File: config.mk
export PLATFORM = sky130hd
export DESIGN_NAME = ddr_wr_burst_ctrl
export DESIGN_NICKNAME = d
export VERILOG_FILES = /design/src/rtl/ddr_wr_burst_ctrl.sv
export SDC_FILE = /design/constraint.sdc
export NUM_CORES = 1
export LEC_CHECK = 0
export ABC_AREA = 1
export BUFFER_PORTS_ARGS = -buffer_cell sky130_fd_sc_hd__buf_2
export CAP_MARGIN = 30
export CORE_AREA = 2 2 188 190
export CTS_BUF_LIST = sky130_fd_sc_hd__clkbuf_4 sky130_fd_sc_hd__clkbuf_8 sky130_fd_sc_hd__clkbuf_16
export DETAILED_ROUTE_END_ITERATION = 12
export DIE_AREA = 0 0 190 192
export GPL_ROUTABILITY_DRIVEN = 0
export GPL_TIMING_DRIVEN = 0
export PLACE_DENSITY_LB_ADDON = 0.12
export SLEW_MARGIN = 40
export SYNTH_ARGS = -nofsm -noshare
export SYNTH_HDL_FRONTEND = slang
export SYNTH_SLANG_ARGS = --single-unit
export TNS_END_PERCENT = 20
File: constraint.sdc
create_clock -name rd_clk -period 19 [get_ports rd_clk]
set_input_delay 0.95 -clock rd_clk [delete_from_list [all_inputs] [get_ports rd_clk]]
set_output_delay 0.95 -clock rd_clk [all_outputs]
set_load 0.1 [all_outputs]
File: src/rtl/ddr_wr_burst_ctrl.sv
// Drains 128-bit words from the write FIFO and issues fixed-length INCR write
// bursts over a linear, wrapping frame buffer address space.
module ddr_wr_burst_ctrl #(
  parameter int unsigned ADDR_WIDTH  = 28,
  parameter int unsigned DATA_WIDTH  = 128,
  parameter int unsigned LEVEL_WIDTH = 11,
  parameter int unsigned BURST_LEN   = 16,
  parameter int unsigned BASE_ADDR   = 0,
  parameter int unsigned FRAME_BYTES = 1572864
) (
  input  logic                   rd_clk,
  input  logic                   rd_rst,
  input  logic                   frame_start,
  output logic                   fifo_rd_en,
  input  logic [DATA_WIDTH-1:0]  fifo_rd_data,
  input  logic                   fifo_rd_empty,
  input  logic [LEVEL_WIDTH-1:0] fifo_rd_level,
  output logic [ADDR_WIDTH-1:0]  aw_addr,
  output logic [7:0]             aw_len,
  output logic                   aw_valid,
  input  logic                   aw_ready,
  output logic [DATA_WIDTH-1:0]  w_data,
  output logic                   w_valid,
  output logic                   w_last,
  input  logic                   w_ready,
  input  logic                   b_valid,
  input  logic [1:0]             b_resp,
  output logic                   b_ready,
  output logic                   busy,
  output logic                   resp_err
);

  localparam int unsigned CNT_W = $clog2(BURST_LEN + 1);
  localparam logic [ADDR_WIDTH-1:0] BURST_BYTES = ADDR_WIDTH'(BURST_LEN * DATA_WIDTH / 8);
  localparam logic [ADDR_WIDTH-1:0] BASE        = ADDR_WIDTH'(BASE_ADDR);
  localparam logic [ADDR_WIDTH-1:0] FRAME_END   = ADDR_WIDTH'(BASE_ADDR + FRAME_BYTES);
  localparam logic [CNT_W-1:0]      BURST_CNT   = CNT_W'(BURST_LEN);
  localparam logic [CNT_W-1:0]      LAST_BEAT   = CNT_W'(BURST_LEN - 1);

  typedef enum logic [1:0] {IDLE, ADDR, DATA, RESP} state_t;

  state_t                state;
  logic [CNT_W-1:0]      fetched;
  logic [CNT_W-1:0]      beat;
  logic                  rd_pending;
  logic [1:0]            occ;
  logic [DATA_WIDTH-1:0] buf0;
  logic [DATA_WIDTH-1:0] buf1;
  logic                  rebase_pend;
  logic                  pop;
  logic [1:0]            occ_after;

  assign aw_len   = 8'(BURST_LEN - 1);
  assign aw_valid = (state == ADDR);
  assign b_ready  = (state == RESP);
  assign busy     = (state != IDLE);
  assign w_valid  = (state == DATA) && (occ != 2'd0);
  assign w_data   = buf0;
  assign w_last   = w_valid && (beat == LAST_BEAT);
  assign pop      = w_valid && w_ready;

  // Occupancy as it will stand after this edge: a beat popped now frees a slot
  // for a read issued now, which keeps one beat per cycle with a 2-entry buffer.
  assign occ_after  = occ - {1'b0, pop} + {1'b0, rd_pending};
  assign fifo_rd_en = ((state == ADDR) || (state == DATA)) && !fifo_rd_empty &&
                      (fetched < BURST_CNT) && (occ_after < 2'd2);

  always_ff @(posedge rd_clk or posedge rd_rst) begin
    if (rd_rst) begin
      state       <= IDLE;
      aw_addr     <= BASE;
      fetched     <= '0;
      beat        <= '0;
      rd_pending  <= 1'b0;
      occ         <= '0;
      buf0        <= '0;
      buf1        <= '0;
      rebase_pend <= 1'b0;
      resp_err    <= 1'b0;
    end else begin
      rd_pending <= fifo_rd_en;
      if (fifo_rd_en) fetched <= fetched + 1'b1;
      if (pop)        beat    <= beat + 1'b1;

      // Head register only moves on a pop or when filling an empty buffer.
      if (pop && rd_pending) begin
        if (occ == 2'd1) begin
          buf0 <= fifo_rd_data;
        end else begin
          buf0 <= buf1;
          buf1 <= fifo_rd_data;
        end
      end else if (pop) begin
        buf0 <= buf1;
        occ  <= occ - 2'd1;
      end else if (rd_pending) begin
        if (occ == 2'd0) buf0 <= fifo_rd_data;
        else             buf1 <= fifo_rd_data;
        occ <= occ + 2'd1;
      end

      if (b_valid && b_ready && (b_resp != 2'd0)) resp_err <= 1'b1;

      case (state)
        IDLE: begin
          fetched <= '0;
          beat    <= '0;
          if (frame_start) aw_addr <= BASE;
          if (fifo_rd_level >= LEVEL_WIDTH'(BURST_LEN)) state <= ADDR;
        end
        ADDR: begin
          if (frame_start) rebase_pend <= 1'b1;
          if (aw_ready)    state <= DATA;
        end
        DATA: begin
          if (frame_start)   rebase_pend <= 1'b1;
          if (pop && w_last) state <= RESP;
        end
        RESP: begin
          if (b_valid) begin
            if (rebase_pend || frame_start)         aw_addr <= BASE;
            else if (aw_addr + BURST_BYTES == FRAME_END) aw_addr <= BASE;
            else                                    aw_addr <= aw_addr + BURST_BYTES;
            rebase_pend <= 1'b0;
            state       <= IDLE;
          end else if (frame_start) begin
            rebase_pend <= 1'b1;
          end
        end
        default: state <= IDLE;
      endcase
    end
  end

endmodule

# == Yosys cells after proc, flatten, opt, wreduce, memory -nomap -nowiden ==
# Cells that the tools add are included.
# classes
n_div,0
n_bitwise,1
n_reduce_logical,32
n_mux,29
n_mul,0
addsub,7
n_eq_ne,14
shift,0
n_lt_le_gt_ge,3
# ops
cell,count
two-way mux 128 bit,10
two-way mux 28 bit,4
case mux 28 bit (2 select lines),1
adder 28 x 9 -> 28 bit (second input constant),1
equality test 28 x 21 -> 1 bit (second input constant),1
two-way mux 5 bit,4
nonzero test 2 bit,9
two-way mux 2 bit,6
greater-or-equal comparator 11 x 5 -> 1 bit (second input constant),1
adder 5 x 1 -> 5 bit (second input constant),2
logical AND 1 bit,10
!= test 2 bit (second input constant),5
case mux 2 bit (4 select lines),1
AND reduction 4 bit,2
!= test 2 x 1 -> 1 bit (second input constant),3
nonzero test 3 bit,2
equality test 5 x 4 -> 1 bit (second input constant),1
less-than comparator 5 bit (second input constant),1
equality test 2 x 1 -> 1 bit (second input constant),2
equality test 2 bit (second input constant),2
zero test 2 bit,2
AND reduction 2 bit,2
AND reduction 3 bit,1
adder 2 x 1 -> 2 bit,1
other kinds (10),12
# totals
latch_bits,0
output_inout_bits,171
rom_bits,0
ram_bits,0
elab_cells,96
regBits,301
memories,0

# == Depth between registers and ports, before layout ==
# Gate-level depths: netlist of run 1.
# logic_depth
ltp_word,9
mapped_depth,16
mapped_depth_nobuf,16

# == Worst setup path after synthesis of run 1 ==
# OpenSTA, ideal clock, no wires.
# synth_path
path_type,register to output
from,register beat[0]
to,output port w_last
t_required_ns,18.050
path_stages_with_launch,7
slack_ns,15.201
arrival_time_ns,2.849
cell_sequence,dfrtp_1 ha_1 nand2_1 nor2_1 ha_1 inv_1 nor3_1
# synth_between
elab_chain_cells,2
# synth_lines
element,line,source
start: declaration,44,logic [CNT_W-1:0] beat;
start signal: assignment,83,if (pop) beat <= beat + 1'b1;
equality test 5 x 4 -> 1 bit,59,assign w_last = w_valid && (beat == LAST_BEAT);
logical AND 1 bit,59,
end: declaration,24,"output logic w_last,"
# No other way between the ends.

# == Final worst setup path of run 1 ==
# layout_path
from,register occ[0]
to,output port fifo_rd_en
# layout_between
elab_chain_cells,7
# layout_lines
element,line,source
start: declaration,46,logic [1:0] occ;
start signal: assignment,95,occ <= occ - 2'd1;
start signal: assignment,99,occ <= occ + 2'd1;
nonzero test 2 bit,57,assign w_valid = (state == DATA) && (occ != 2'd0);
logical AND 1 bit,57,
logical AND 1 bit,60,assign pop = w_valid && w_ready;
subtractor 2 x 1 -> 2 bit (*),64,"assign occ_after = occ - {1'b0, pop} + {1'b0, rd_pending};"
adder 2 x 1 -> 2 bit (*),64,
less-than comparator 2 bit (*),66,(fetched < BURST_CNT) && (occ_after < 2'd2);
logical AND 1 bit (*),66,
end: declaration,14,"output logic fifo_rd_en,"
# Every way passes the cells marked *; elsewhere a longest branch is shown, timed or not.

==> flow_summary.toml, run 1 <==
[yosys]
ys_seq_area_share_pct = 53.8
ys_ff_latch = 293
synth_cell_types = 36
synth.avg_cell_area_um2 = 8.58
netlist_instances = 1588
yosys_warnings = 0
syn_area_um2 = 13600

[global_route]
grt_pass1_vias = 11400
grt_max_degree = 69
antenna_found_initial = 12
grt_pass1_wl_mm = 61.4
grt_use_total_pct = 21.0
gr-total-overflow = 0

[routing]
wl_met3_mm = 2.66
routed-wl-met2_mm = 17.1
topRoutingLayerUsed = "met5"
met1_length_mm = 17.7
dr_total_vias = 11700
drt_iter0_drc = 548
drt_first_pass_iters = 5
wl_per_cell_um = 15.8
drc = 0
wl_mm = 38.4
via_per_inst = 4.81
antenna_left = 0

[clock_network]
htreeDepth = 2
clock-root-buffer = "clkbuf_16"
insertion_delay_ps = 510
cts_buffer_depth = 3
path_clk_slew_ps = 60
cts_tree = "done"
cts_resized = 0
cts_inserted_buffers = 35
hold_buffers = 0
clock-sinks = 293
postCtsSetupRepairBufs = 0

[layout]
drive_above_1_share_pct = 23.8
syn_to_final_growth_pct = 24.8
fill_cells = 3417
seqCellArea_um2 = 7330
final_nets = 2107
multi_input_area_um2 = 4640

[run]
drv_cap = 0

[place]
dpl.hpwl_mm = 27.0
portBuffers = 298

[critical_path]
reg2reg_from = "occ[0]"
r2r-end = "buf1[1]"
reg2reg_slack_ps = 15950
reg2reg_depth = 11
crit_path_end_kind = "primary output"
startpoint_type = "flop"
cp.required_ps = 18050
crit_arrival_ps = 2930
crit_path_max_fanout = 9
path_class = "reg2out"
startpoint = "occ[0]"

[timing]
fin_tns_setup_ps = 0
maxSlewViolCount = 0
max_slew_margin_pct = 51.9
hold_viol = 0
worst_pin_slew_ps = 721
skew_ps = 21.1
period_share_pct = 20.4
rsz0062_at_grt = "no"
setup_viol = 0
fin_crit_ps = 3880
clock.fmax_ghz = 0.258

[floorplanning]
ios = 319
die_area_um2 = 36500
die_x_um = 190
start_util_pct = 39.7
die-height_um = 192
core_area_um2 = 34300
rows = 68

[min_path]
hold_class = "in2async"

[outcome]
run_status = "finished, final reports clean"
[routing by layer]
layer	vias to the layer above	GRT usage [%]
met3	66	5.43
li1	5778	-
met4	12	5.87
met5	-	0
met2	321	32.3
met1	5489	29.3
[final cells by class]
class                           instances  area share [%]
Sequential cell                       293            43.1
Buffer                                103            3.32
Clock inverter                         11           0.515
Inverter                              305            6.78
Timing Repair Buffer                  303            9.50
Tap cell                              455            3.35
Antenna cell                            7           0.103
Multi-Input combinational cell        901            27.3
Clock buffer                           48            6.02
[through the flow]
| step | worst slack, ps | hold WS (ps) | cell area, µm² | instances | utilization [%] |
|---|---|---|---|---|---|
| 4_1_cts | 15060 | 421 | 17000 | 2419 | 49.5 |
| 2_1_floorplan | 9960 | 433 | 13700 | 1602 | - |
| 3_5_place_dp | 15440 | 464 | 15900 | 2360 | 46.3 |
| 6_report | 15120 | 434 | 17000 | 2426 | 49.6 |
| 5_1_grt | 14880 | 435 | 17000 | 2421 | 49.5 |
| 3_3_place_gp | 6130 | 449 | 15700 | 2355 | 45.9 |
[state kept, by name, summed over array words and instances (netlist names)]
signal and count:
aw_addr 20, beat 5, buf1 128, fetched 5
occ 2, rd_pending 1, rebase_pend 1, resp_err 1
state 2, w_data 128
[synth_stat cells, drive strengths merged]
master	n	share of area (%)
nand2	352	9.9
inv	305	8.4
dfrtp	293	54
o21ai	284	11
o211ai	128	7.1
buf	78	3.4
nor2	40	1.5
clkbuf	25	0.69
nand3	19	0.86
ha	17	1.6
a21oi	10	0.39
o22ai	7	0.32
xor2	7	0.45
nand4	6	0.28
o21bai	5	0.28
nor3	4	0.15
conb	2	0.055
nor4	2	0.092
a211oi	1	0.055
a22o	1	0.064
a31oi	1	0.046
nand3b	1	0.083
[how the worst max path moves through the flow]
| stage | cells after the start | end |
|---|---|---|
| after CTS | 13 | fifo_rd_en |
| after floorplan | 1 | aw_addr[10] |
| after global placement | 2 | fetched[0] |
| after global routing | 13 | fifo_rd_en |
| after detailed placement | 11 | fifo_rd_en |
| final | 13 | fifo_rd_en |
[cells by family after synthesis]
logic type | share of synthesized area [%]
AOI/OAI and AO/OA | 18.8
xor gates and xnor gates | 0.450
DFF | 53.8
buffers and inverters | 12.5
and+or+nand+nor | 12.8
adders and majority gates | 1.56
other | 0.0551
[critical path, stage by stage (launching register included)]
cell     delay [ps]
dfrtp_1         380
inv_1           120
ha_1            320
nor2_4           80
nand2_4         130
inv_2           110
ha_1            220
inv_1            60
nand2_1          40
nand2_1          60
xor2_1          160
nand2_1         150
inv_1           140
buf_2           440
[cells in the final DEF (no fill, tap or decap), types with 2 or more instances in the layout]
master | synthesis | layout
nand2_2 | 7 | 7
nand3_2 | 2 | 2
buf_12 | 0 | 2
o211ai_1 | 128 | 128
diode_2 | 0 | 7
clkinv_2 | 0 | 8
buf_16 | 0 | 3
nor3_1 | 4 | 4
conb_1 | 2 | 16
o21bai_1 | 5 | 5
a21oi_1 | 9 | 9
nand3_1 | 16 | 16
o22ai_1 | 7 | 7
clkbuf_1 | 25 | 24
nand2_1 | 344 | 344
clkbuf_8 | 0 | 8
dfrtp_1 | 293 | 293
nor4_1 | 2 | 2
buf_2 | 42 | 340
clkbuf_4 | 0 | 5
nor2_1 | 31 | 31
clkbuf_16 | 0 | 35
o21ai_0 | 141 | 141
nand4_1 | 6 | 6
nor2_2 | 3 | 3
inv_1 | 300 | 299
inv_2 | 5 | 5
nor2_4 | 6 | 6
ha_1 | 17 | 17
o21ai_1 | 141 | 141
xor2_1 | 7 | 7
buf_1 | 4 | 4
buf_4 | 31 | 31
Power of run 1 is not shown: default switching activity piles up to over one toggle a cycle in this logic, so the estimate is an artifact.
==> run 2, diff against run 1 <==
--- a/config.mk
+++ b/config.mk
@@ -5,13 +5,13 @@
 export SDC_FILE = /design/constraint.sdc
 export NUM_CORES = 1
 export LEC_CHECK = 0
-export ABC_AREA = 1
+export ABC_AREA = 0
 export BUFFER_PORTS_ARGS = -buffer_cell sky130_fd_sc_hd__buf_2
 export CAP_MARGIN = 30
-export CORE_AREA = 2 2 188 190
+export CORE_AREA = 2 2 184 186
 export CTS_BUF_LIST = sky130_fd_sc_hd__clkbuf_4 sky130_fd_sc_hd__clkbuf_8 sky130_fd_sc_hd__clkbuf_16
 export DETAILED_ROUTE_END_ITERATION = 12
-export DIE_AREA = 0 0 190 192
+export DIE_AREA = 0 0 186 188
 export GPL_ROUTABILITY_DRIVEN = 0
 export GPL_TIMING_DRIVEN = 0
 export PLACE_DENSITY_LB_ADDON = 0.12
==> constraint.sdc (replaced) <==
create_clock -name rd_clk -period 3.5 [get_ports rd_clk]
set_input_delay 0.175 -clock rd_clk [delete_from_list [all_inputs] [get_ports rd_clk]]
set_output_delay 0.175 -clock rd_clk [all_outputs]
set_load 0.1 [all_outputs]
==> run 2 against run 1 <==
Net effect: synthesized cell count down 29%; area after synthesis down 4.3%; cell area up 6.2%; flip-flop and latch count unchanged; count of clock-buffer cells in the layout up 6; critical path type is now reg2reg.
==> flow_summary.toml, run 2 <==
[min_path]
hold_class = "in2reg"
whs_endpoint = "beat[1]"
min_from = "w_ready"
holdPathStages = 4

[yosys]
synth.avg_cell_area_um2 = 11.6
ys_ff_latch = 293
syn_area_um2 = 13000
yosysTopAreaCellShare_pct = 56.2
ys_top_cells_by_area = "dfrtp_1 56%, mux2_2 11%, mux2i_1 10%"
yosysMostFrequentCell = "dfrtp_1"
yosys_warnings = 0
synth_edf_count = 0
async_flop_share_pct = 100
yosys.area.top_type = "dfrtp_1"
synth_flop_cell = "dfrtp_1"
synth_cell_types = 48
ys_seq_area_share_pct = 56.2
synth_common_cells = "293 x dfrtp_1, 148 x nor2_1, 138 x a21oi_1"
netlist_instances = 1124

[clock_network]
insertion_delay_ps = 510
cts_buffer_depth = 3
clock-sinks = 293
postCtsSetupRepairBufs = 0
htreeDepth = 2
cts_tree = "done"
path_clk_slew_ps = 50
cts_inserted_buffers = 36
clock-root-buffer = "clkbuf_16"

[routing]
drt_first_pass_iters = 5
antenna_left = 0
dr_total_vias = 10200
drc = 0
drt_iter0_drc = 478
via_per_inst = 4.86
wl_mm = 34.6
wl_per_cell_um = 16.5

[global_route]
grt_pass1_vias = 10300
antenna_found_initial = 1
gr-total-overflow = 0
grt_max_degree = 25
grt_pass1_wl_mm = 55.7
grt_use_total_pct = 19.9

[layout]
final_nets = 1787
multi_input_area_um2 = 5310
syn_to_final_growth_pct = 38.5
mostFrequentLayoutCells = "316 x buf_2, 293 x dfrtp_1, 148 x nor2_1, 138 x a21oi_1, 134 x dlygate4sd3_1"
layout_commonest_cell = "buf_2"
drive_above_1_share_pct = 34.1
fill_cells = 2951
seqCellArea_um2 = 7330

[timing]
maxSlewViolCount = 0
setup_viol = 0
max_slew_margin_pct = 58.6
worst_pin_slew_ps = 621
hold_viol = 0
clock.fmax_ghz = 0.301
skew_ps = 17.1
period_share_pct = 95.0
fin_crit_ps = 3330
fin_hold_ws_ps = 126
rsz0062_at_grt = "yes"

[critical_path]
startpoint = "state[0]"
crit_path_max_fanout = 11
reg2reg_from = "state[0]"
reg2reg_slack_ps = 170
r2r-end = "buf1[101]"
path_cells = "inv_1 > ha_1 > nor2b_4 > nand2_1 > inv_2 > ha_1 > nor2_1 > nand2_1 > a21oi_1 > clkbuf_2 > clkbuf_1 > mux2_2"
slowest_delay_ps = 520
cp.required_ps = 3880
path_class = "reg2reg"
reg2reg_depth = 12
slowest_stage = "clkbuf_1"
crit_arrival_ps = 3700
startpoint_type = "flop"
crit_path_end_kind = "flop"
crit_buf_inv = 4
path_delay_family = "buffers and inverters"

[floorplanning]
core_area_um2 = 33100
die_area_um2 = 35000
rows = 67
ios = 319
die_x_um = 186
start_util_pct = 39.4
die-height_um = 188

[place]
dpl.hpwl_mm = 24.4
portBuffers = 298

[outcome]
run_status = "finished, final reports clean"

[run]
drv_cap = 0
==> run 2: changes by cell type in the layout (fill, tap and decap cells not counted), sizes merged, moves of 23 or more <==
cell / change
nand2: -314
mux2: +129
a21oi: +128
inv: -294
nor2: +108
clkbuf: +23
mux2i: +131
o21ai: -249
dlygate4sd3: +134
o211ai: -127
buf: -23
==> run 2: logic make-up (layout without fill, tap and decap cells) <==
| kind of cell | after synthesis | count (layout) | share of synthesized area [%] |
|---|---|---|---|
| buf+inv | 100 | 605 | 3.61 |
| compound gates | 192 | 192 | 7.76 |
| mux | 260 | 260 | 21.2 |
| simple gates | 244 | 244 | 8.44 |
| flops | 293 | 293 | 56.2 |
| fa+ha+maj | 17 | 17 | 1.63 |
| other cells | 2 | 17 | 0.0576 |
| xor+xnor | 16 | 16 | 1.07 |
==> run 2: final cells by class <==
type | count | area share, %
Sequential cell | 293 | 40.6
Timing Repair Buffer | 446 | 17.5
Clock inverter | 5 | 0.436
Inverter | 12 | 0.270
Antenna cell | 1 | 0.0139
Buffer | 88 | 2.45
Tap cell | 448 | 3.10
Multi-Input combinational cell | 745 | 29.4
Clock buffer | 54 | 6.21
==> run 2: per-layer routing <==
metal / GRT usage, % / up-vias / wire length (µm)
li1: - / 4904 / -
met1: 26.5 / 4928 / 15500
met2: 31.9 / 267 / 15900
met3: 5.15 / 61 / 2280
met4: 5.60 / 0 / 904
met5: 0 / - / 0
==> run 2: worst register-to-register path: cells and delay by family (launching register included) <==
kind	cells	cell delay [ps]
AO/OA/AOI/OAI	1	200
adder cells (fa/ha/maj)	2	490
buffers and inverters	4	1160
flip-flops	1	400
AND/OR/NAND/NOR	4	560
multiplexers	1	410
==> run 2: worst max path at each step <==
stage,end,depth (start not counted)
after floorplan,aw_addr[10],1
after global placement,buf1[112],2
after detailed placement,buf1[68],12
after CTS,fifo_rd_en,10
after global routing,buf1[100],12
final,buf1[101],12
==> run 2: timing repair <==
| action | 4_1_cts | 5_1_grt |
|---|---|---|
| resized for setup | 3 | 21 |
| pin swaps | 0 | 1 |
| endpoints found under the hold margin | 294 | 0 |
| hold buffers | 134 | 0 |
| setup endpoints to repair | 101 | 157 |
==> run 2: metrics by stage <==
| stage | worst slack, ps | util [%] | cells | cell area (µm²) | setup TNS, ps |
|---|---|---|---|---|---|
| 6_report | 174 | 54.5 | 2092 | 18100 | 0 |
| 2_1_floorplan | -564 | - | 1138 | 13100 | -167530 |
| 3_3_place_gp | -2610 | 45.8 | 1884 | 15200 | -773120 |
| 5_1_grt | -76.7 | 54.5 | 2092 | 18100 | -3220 |
| 4_1_cts | 24.9 | 54.5 | 2091 | 18000 | 0 |
| 3_5_place_dp | -319 | 46.8 | 1898 | 15500 | -19730 |
Power of run 2 is left out for the same reason.
